## config.mk

```make
export PLATFORM = sky130hd
export DESIGN_NAME = rw_spi_sequencer
export DESIGN_NICKNAME = d
export VERILOG_FILES = /design/src/rtl/rw_seq_pkg.sv /design/src/rtl/spi_shift_engine.sv /design/src/rtl/rw_spi_sequencer.sv
export SDC_FILE = /design/constraint.sdc
export NUM_CORES = 1
export LEC_CHECK = 0
export BUFFER_PORTS_ARGS = -buffer_cell sky130_fd_sc_hd__clkbuf_2
export CORE_ASPECT_RATIO = 0.75
export CORE_MARGIN = 2
export CORE_UTILIZATION = 40
export DETAILED_ROUTE_END_ITERATION = 16
export GPL_TIMING_DRIVEN = 0
export PLACE_DENSITY = 0.62
export SYNTH_ARGS = -nofsm -noshare
export SYNTH_HDL_FRONTEND = slang
export SYNTH_HIERARCHICAL = 1
export SYNTH_SLANG_ARGS = --single-unit
```

## constraint.sdc

```tcl
create_clock -name clk -period 1.71 [get_ports clk]
set_input_delay 0.171 -clock clk [delete_from_list [all_inputs] [get_ports clk]]
set_output_delay 0.171 -clock clk [all_outputs]
set_load 0.02 [all_outputs]
```

## src/rtl/rw_seq_pkg.sv

```systemverilog
// rtl/rw_seq_pkg.sv - shared types and the round-robin pick for rw_spi_sequencer
// Contents:
//   state_t  sequencer states IDLE/SHIFT/DONE/GAP
//   gnt_t    which side owns the link for the current frame
//   rr_pick  chooses between simultaneous write/read requests
package rw_seq_pkg;

    typedef enum logic [1:0] {
        IDLE  = 2'd0,
        SHIFT = 2'd1,
        DONE  = 2'd2,
        GAP   = 2'd3
    } state_t;

    typedef enum logic [1:0] {
        GNT_NONE = 2'd0,
        GNT_WR   = 2'd1,
        GNT_RD   = 2'd2
    } gnt_t;

    // A lone requester always wins; on a tie pref_wr decides, and it points at
    // the side that was not served by the previous completed frame.
    function automatic gnt_t rr_pick(input logic wr, input logic rd, input logic pref_wr);
        gnt_t g;
        g = GNT_NONE;
        if (wr && (!rd || pref_wr)) begin
            g = GNT_WR;
        end else if (rd) begin
            g = GNT_RD;
        end
        return g;
    endfunction

endpackage

```

## src/rtl/spi_shift_engine.sv

```systemverilog
// rtl/spi_shift_engine.sv - tx/rx shift registers, sclk generator and bit counter for one frame
// Ports:
//   clk, rst          clock, synchronous active-high reset
//   start             load load_data into tx shreg, clear counter, begin a frame
//   abort             drop the frame immediately: sclk=0, dout=0
//   load_data         word to transmit, MSB first
//   din               serial input, sampled on the cycle sclk rises
//   sclk, dout        serial clock (idles 0) and serial data out
//   done              high for the one cycle after the last sclk toggle
//   rx_data           received word (LSB shifted in)
module spi_shift_engine #(
    parameter int DATA_W = 8
) (
    input  logic              clk,
    input  logic              rst,
    input  logic              start,
    input  logic              abort,
    input  logic [DATA_W-1:0] load_data,
    input  logic              din,
    output logic              sclk,
    output logic              dout,
    output logic              done,
    output logic [DATA_W-1:0] rx_data
);

    localparam int CNT_W = $clog2(2*DATA_W+1);
    localparam logic [CNT_W-1:0] LAST_TOGGLE = CNT_W'(2*DATA_W);

    logic              active_q, active_d;
    logic              sclk_q,   sclk_d;
    logic              dout_q,   dout_d;
    logic [DATA_W-1:0] tx_q,     tx_d;
    logic [DATA_W-1:0] rx_q,     rx_d;
    logic [CNT_W-1:0]  cnt_q,    cnt_d;

    // cnt_q counts sclk toggles already made; once it reaches 2*DATA_W sclk
    // is back at 0 and the frame is over.
    assign done = active_q && (cnt_q == LAST_TOGGLE);

    always_comb begin
        active_d = active_q;
        sclk_d   = sclk_q;
        dout_d   = dout_q;
        tx_d     = tx_q;
        rx_d     = rx_q;
        cnt_d    = cnt_q;
        if (start) begin
            active_d = 1'b1;
            sclk_d   = 1'b0;
            cnt_d    = '0;
            tx_d     = load_data;
            rx_d     = '0;
            dout_d   = load_data[DATA_W-1];
        end else if (abort || done) begin
            active_d = 1'b0;
            sclk_d   = 1'b0;
            dout_d   = 1'b0;
            cnt_d    = '0;
        end else if (active_q) begin
            sclk_d = ~sclk_q;
            cnt_d  = cnt_q + CNT_W'(1);
            if (!sclk_q) begin
                // rising edge of sclk: capture the slave's bit
                rx_d = {rx_q[DATA_W-2:0], din};
            end else begin
                // falling edge of sclk: present the next bit
                tx_d   = tx_q << 1;
                dout_d = tx_q[DATA_W-2];
            end
        end
    end

    always_ff @(posedge clk) begin
        if (rst) begin
            active_q <= 1'b0;
            sclk_q   <= 1'b0;
            dout_q   <= 1'b0;
            tx_q     <= '0;
            rx_q     <= '0;
            cnt_q    <= '0;
        end else begin
            active_q <= active_d;
            sclk_q   <= sclk_d;
            dout_q   <= dout_d;
            tx_q     <= tx_d;
            rx_q     <= rx_d;
            cnt_q    <= cnt_d;
        end
    end

    assign sclk    = sclk_q;
    assign dout    = dout_q;
    assign rx_data = rx_q;

endmodule

```

## src/rtl/rw_spi_sequencer.sv

```systemverilog
// rtl/rw_spi_sequencer.sv - round-robin write/read sequencer sharing one SPI-style link
// Ports:
//   clk, rst                 clock, synchronous active-high reset
//   ce                       enable; grants are only issued while ce=1
//   wr_req, wr_data, wr_ack  write request (level), payload, completion pulse
//   rd_req, rd_data, rd_ack  read request (level), captured data, completion pulse
//   load                     pulse alongside either ack
//   cs, sclk, dout, din      serial pins (cs active low, sclk idles 0)
//   busy                     high whenever the sequencer is not IDLE
// Build option: RW_SEQ_ABORT_EN - ce=0 during SHIFT abandons the frame
//   (no ack, pointer unchanged, request re-arbitrates later).
import rw_seq_pkg::*;

module rw_spi_sequencer #(
    parameter int DATA_W   = 8,
    parameter int IDLE_GAP = 1
) (
    input  logic              clk,
    input  logic              rst,
    input  logic              ce,
    input  logic              wr_req,
    input  logic [DATA_W-1:0] wr_data,
    output logic              wr_ack,
    input  logic              rd_req,
    output logic [DATA_W-1:0] rd_data,
    output logic              rd_ack,
    output logic              load,
    output logic              cs,
    output logic              sclk,
    output logic              dout,
    input  logic              din,
    output logic              busy
);

    localparam int GAP_W = (IDLE_GAP > 1) ? $clog2(IDLE_GAP) : 1;
    localparam logic [GAP_W-1:0] GAP_INIT = GAP_W'(IDLE_GAP - 1);

    state_t            state_q,   state_d;
    gnt_t              gnt_q,     gnt_d;
    logic              pref_wr_q, pref_wr_d;
    logic [GAP_W-1:0]  gap_q,     gap_d;
    logic              wr_ack_q,  wr_ack_d;
    logic              rd_ack_q,  rd_ack_d;
    logic              load_q,    load_d;
    logic [DATA_W-1:0] rd_data_q, rd_data_d;
    logic              cs_q,      cs_d;
    logic              busy_q,    busy_d;

    logic              eng_start;
    logic              eng_abort;
    logic [DATA_W-1:0] eng_load_data;
    logic              eng_done;
    logic [DATA_W-1:0] eng_rx;
    logic              abort_req;

`ifdef RW_SEQ_ABORT_EN
    assign abort_req = (state_q == SHIFT) && !ce;
`else
    assign abort_req = 1'b0;
`endif

    spi_shift_engine #(
        .DATA_W (DATA_W)
    ) u_engine (
        .clk       (clk),
        .rst       (rst),
        .start     (eng_start),
        .abort     (eng_abort),
        .load_data (eng_load_data),
        .din       (din),
        .sclk      (sclk),
        .dout      (dout),
        .done      (eng_done),
        .rx_data   (eng_rx)
    );

    always_comb begin
        state_d       = state_q;
        gnt_d         = gnt_q;
        pref_wr_d     = pref_wr_q;
        gap_d         = gap_q;
        wr_ack_d      = 1'b0;
        rd_ack_d      = 1'b0;
        load_d        = 1'b0;
        rd_data_d     = rd_data_q;
        eng_start     = 1'b0;
        eng_abort     = 1'b0;
        eng_load_data = '0;

        case (state_q)
            IDLE: begin
                if (ce && (wr_req || rd_req)) begin
                    gnt_d     = rr_pick(wr_req, rd_req, pref_wr_q);
                    eng_start = 1'b1;
                    // reads shift out zeros
                    eng_load_data = (gnt_d == GNT_WR) ? wr_data : '0;
                    state_d   = SHIFT;
                end
            end
            SHIFT: begin
                if (abort_req) begin
                    // frame dropped: pointer untouched so the same side wins again
                    eng_abort = 1'b1;
                    gnt_d     = GNT_NONE;
                    gap_d     = GAP_INIT;
                    state_d   = GAP;
                end else if (eng_done) begin
                    load_d = 1'b1;
                    if (gnt_q == GNT_WR) begin
                        wr_ack_d = 1'b1;
                    end else begin
                        rd_ack_d  = 1'b1;
                        rd_data_d = eng_rx;
                    end
                    pref_wr_d = (gnt_q == GNT_RD);
                    state_d   = DONE;
                end
            end
            DONE: begin
                gnt_d   = GNT_NONE;
                gap_d   = GAP_INIT;
                state_d = GAP;
            end
            GAP: begin
                if (gap_q == '0) begin
                    state_d = IDLE;
                end else begin
                    gap_d = gap_q - GAP_W'(1);
                end
            end
            default: begin
                state_d = IDLE;
            end
        endcase

        // registered pin/status decode of the next state keeps cs and busy glitch free
        cs_d   = (state_d != SHIFT);
        busy_d = (state_d != IDLE);
    end

    always_ff @(posedge clk) begin
        if (rst) begin
            state_q   <= IDLE;
            gnt_q     <= GNT_NONE;
            pref_wr_q <= 1'b1;
            gap_q     <= '0;
            wr_ack_q  <= 1'b0;
            rd_ack_q  <= 1'b0;
            load_q    <= 1'b0;
            rd_data_q <= '0;
            cs_q      <= 1'b1;
            busy_q    <= 1'b0;
        end else begin
            state_q   <= state_d;
            gnt_q     <= gnt_d;
            pref_wr_q <= pref_wr_d;
            gap_q     <= gap_d;
            wr_ack_q  <= wr_ack_d;
            rd_ack_q  <= rd_ack_d;
            load_q    <= load_d;
            rd_data_q <= rd_data_d;
            cs_q      <= cs_d;
            busy_q    <= busy_d;
        end
    end

    assign wr_ack  = wr_ack_q;
    assign rd_ack  = rd_ack_q;
    assign load    = load_q;
    assign rd_data = rd_data_q;
    assign cs      = cs_q;
    assign busy    = busy_q;

endmodule

```

==> impl_metrics.json <==
{
  "postSynth.asyncResetShare_pct": 0,
  "synth_edf_count": 0,
  "cts_buffers": 5,
  "io-pin-count": 29,
  "synth_compound_area_share_pct": 10.06,
  "r2r_slack_ns": -0.08,
  "grt_pass1_wl_mm": 6.520,
  "fin_ws_ns": -0.08136,
  "critPathKind": "register to register",
  "finalHoldViolCount": 0,
  "synth_top_family_by_area": "simple AND/OR/NAND/NOR gates",
  "synthMuxAreaShare_pct": 9.856,
  "yosys.area_share.simple_pct": 26.35,
  "hold_class": "input pin to register",
  "place_congestion": 0.7766,
  "path_clk_slew_ns": 0.07,
  "worstPathArrival_ns": 2.02,
  "peakVddDrop_uv": 410.3,
  "num_rows": 21,
  "synth_ff_type": "dfxtp_1",
  "yosysMostFrequentCell": "dfxtp_1",
  "ys_ff_latch": 41,
  "netlist-cell-type-count": 41,
  "setup_viol": 1,
  "violations": "setup timing",
  "tightest_slew_ns": 0.5263,
  "finalWirelength_mm": 3.948,
  "synth_top_cell_by_area": "dfxtp_1",
  "vias": 1498,
  "cts_buffer_depth": 2,
  "crit_fanout": 7,
  "syn_area_per_cell_um2": 9.232,
  "power.static_leakage_nw": 0.9532,
  "synth_common_cells": "dfxtp_1, nand2_1, nor2_1",
  "critPathRequiredTime_ns": 1.94,
  "die_y_um": 62.55,
  "cts_tree": "done",
  "cts_hold_buf": 0,
  "root_buffer": "clkbuf_8",
  "synthXorXnorAreaFrac_pct": 2.396,
  "core_area_um2": 4441,
  "slew_headroom_pct": 64.92,
  "yosys_warnings": 6,
  "synth_cells": 198,
  "first_pass_iters": 4,
  "cts.sinks": 41,
  "grt-ovfl-total": 0,
  "drt_iter0_markers": 35,
  "clkLatencyLatePin_ns": 0.29,
  "area_delta_synth_final_pct": 32.99,
  "p_per_area_nw_per_um2": 818.3,
  "avgViaCountPerCell": 4.848,
  "outcome": "finished with violations",
  "pre_cts_ws_ns": -0.3177,
  "grt_pass1_vias": 1420,
  "synth_area_um2": 1828,
  "ant_nets": 0,
  "final_nets": 268,
  "final_core_util_pct": 54.75,
  "finalNonFillerCells": 309,
  "fin_skew_ns": 0.009611,
  "drive_gt1_share_pct": 30.95,
  "grt_max_degree": 13,
  "start_util_pct": 41.17,
  "dp_hpwl_mm": 2.443,
  "synthTopCellsByArea": "dfxtp_1, mux2i_1, nand2_1, nor2_1, and2_1",
  "wl_per_cell_um": 12.78,
  "antenna_cells": 0,
  "place_area_um2": 2056,
  "start_kind": "register",
  "hold_ws_ns": 0.1290,
  "io_buffer_count": 28,
  "synthAdderAreaFrac_pct": 1.369,
  "placed_cells": 286,
  "cap_violations": 0,
  "htree_levels": 2,
  "antenna_found_initial": 0,
  "yosysSeqAreaShare_pct": 44.90,
  "die_x_um": 82.06,
  "finalCritPeriodShare_pct": 104.8,
  "fmax_ghz": 0.5582,
  "critPathCaptureType": "register",
  "maxSlewViolCount": 0,
  "dieArea_um2": 5132,
  "netlist.area_leader.share_pct": 44.90,
  "drc": 0,
  "min_period_ns": 1.791,
  "stdcell_area_um2": 2431,
  "grt_setup_unrepaired": "yes",
  "grtUsageTotal_pct": 16.43
}
[cell families after synthesis]
logic type      after synthesis
simple gates                 91
flops                        41
compound gates               24
mux                          18
buf+inv                      16
xor+xnor                      5
fa+ha+maj                     2
other cells                   1
[path summary, 6_finish.rpt]
kind                                           from                   to  depth (start not counted)
worst max-delay path                     state_q[1]     u_engine/tx_q[6]                          7
worst min-delay path                            din  u_engine/rx_data[0]                          3
worst max register to register           state_q[1]     u_engine/tx_q[6]                          7
worst min register to register  u_engine/rx_data[6]           rd_data[6]                          2
[what timing repair did]
action | 4_1_cts | 5_1_grt
pin swaps | 11 | 10
setup buffers | 9 | 6
setup endpoints to repair | 26 | 29
gates resized for setup | 9 | 18
gates cloned | 1 | 1
[layer usage]
layer  track usage (%)  share of wire (%)  vias to the layer above
li1                  -                  -                      784
met1             23.47                 51                      675
met2             23.27                 43                       31
met3             4.624                4.3                        8
met4             6.250                1.5                        0
met5                 0                  0                        -
[cell usage in the layout (no fill, tap or decap), drive strengths merged, types with 2 or more instances in the layout]
cell type,instances
xnor2,2
nand2b,2
o21ai,5
dfxtp,41
nor3b,3
bufinv,2
a21oi,5
and3,2
nand3b,3
nand2,35
nor2,20
inv,6
clkbuf,38
a2111oi,5
nand4,2
buf,19
conb,4
ha,2
nor2b,7
xor2,3
and2,9
mux2i,18
nor4,6
[state kept, by name, summed over array words and instances, names as in the netlist, 2 cells and up]
register and cells:
gnt_q 2, u_engine/tx_q 7, state_q 2, u_engine/rx_data 8
u_engine/cnt_q 5, rd_data 8
[where the power goes]
group          switching [mW]  internal, mW  leakage, nW
Sequential             0.0192         0.979        0.335
Clock                   0.325         0.424       0.0540
Combinational           0.119         0.122        0.564
Total                   0.463          1.53        0.953
[per-stage QoR]
step / total power, mW / setup TNS, ns
floorplan: 1.151 / 0
global placement: 1.203 / -3.977
CTS: 1.979 / -0.03267
global route: 2.082 / -0.3896
finish: 1.989 / -0.08136
detailed placement: 1.202 / -4.462
[area by class of cell]
type,instances,area [um2]
clock inverters,2,35.03
plain buffers,8,61.31
well taps,57,71.32
fillers,406,2009
repair buffers,44,319.1
clock buffers,5,68.82
inverters,7,40.04
multi-input cells,145,1007
flip-flops and latches,41,828.3
[worst max-delay path, cell delays in order (launching register included)]
cell and delay (ns):
dfxtp_2 0.35, or3b_4 0.45, buf_12 0.15, nor3b_4 0.21, and2_1 0.16, inv_1 0.04
a21oi_1 0.17, o311a_1 0.20
No activity file was read; power rests on OpenSTA's default activity.
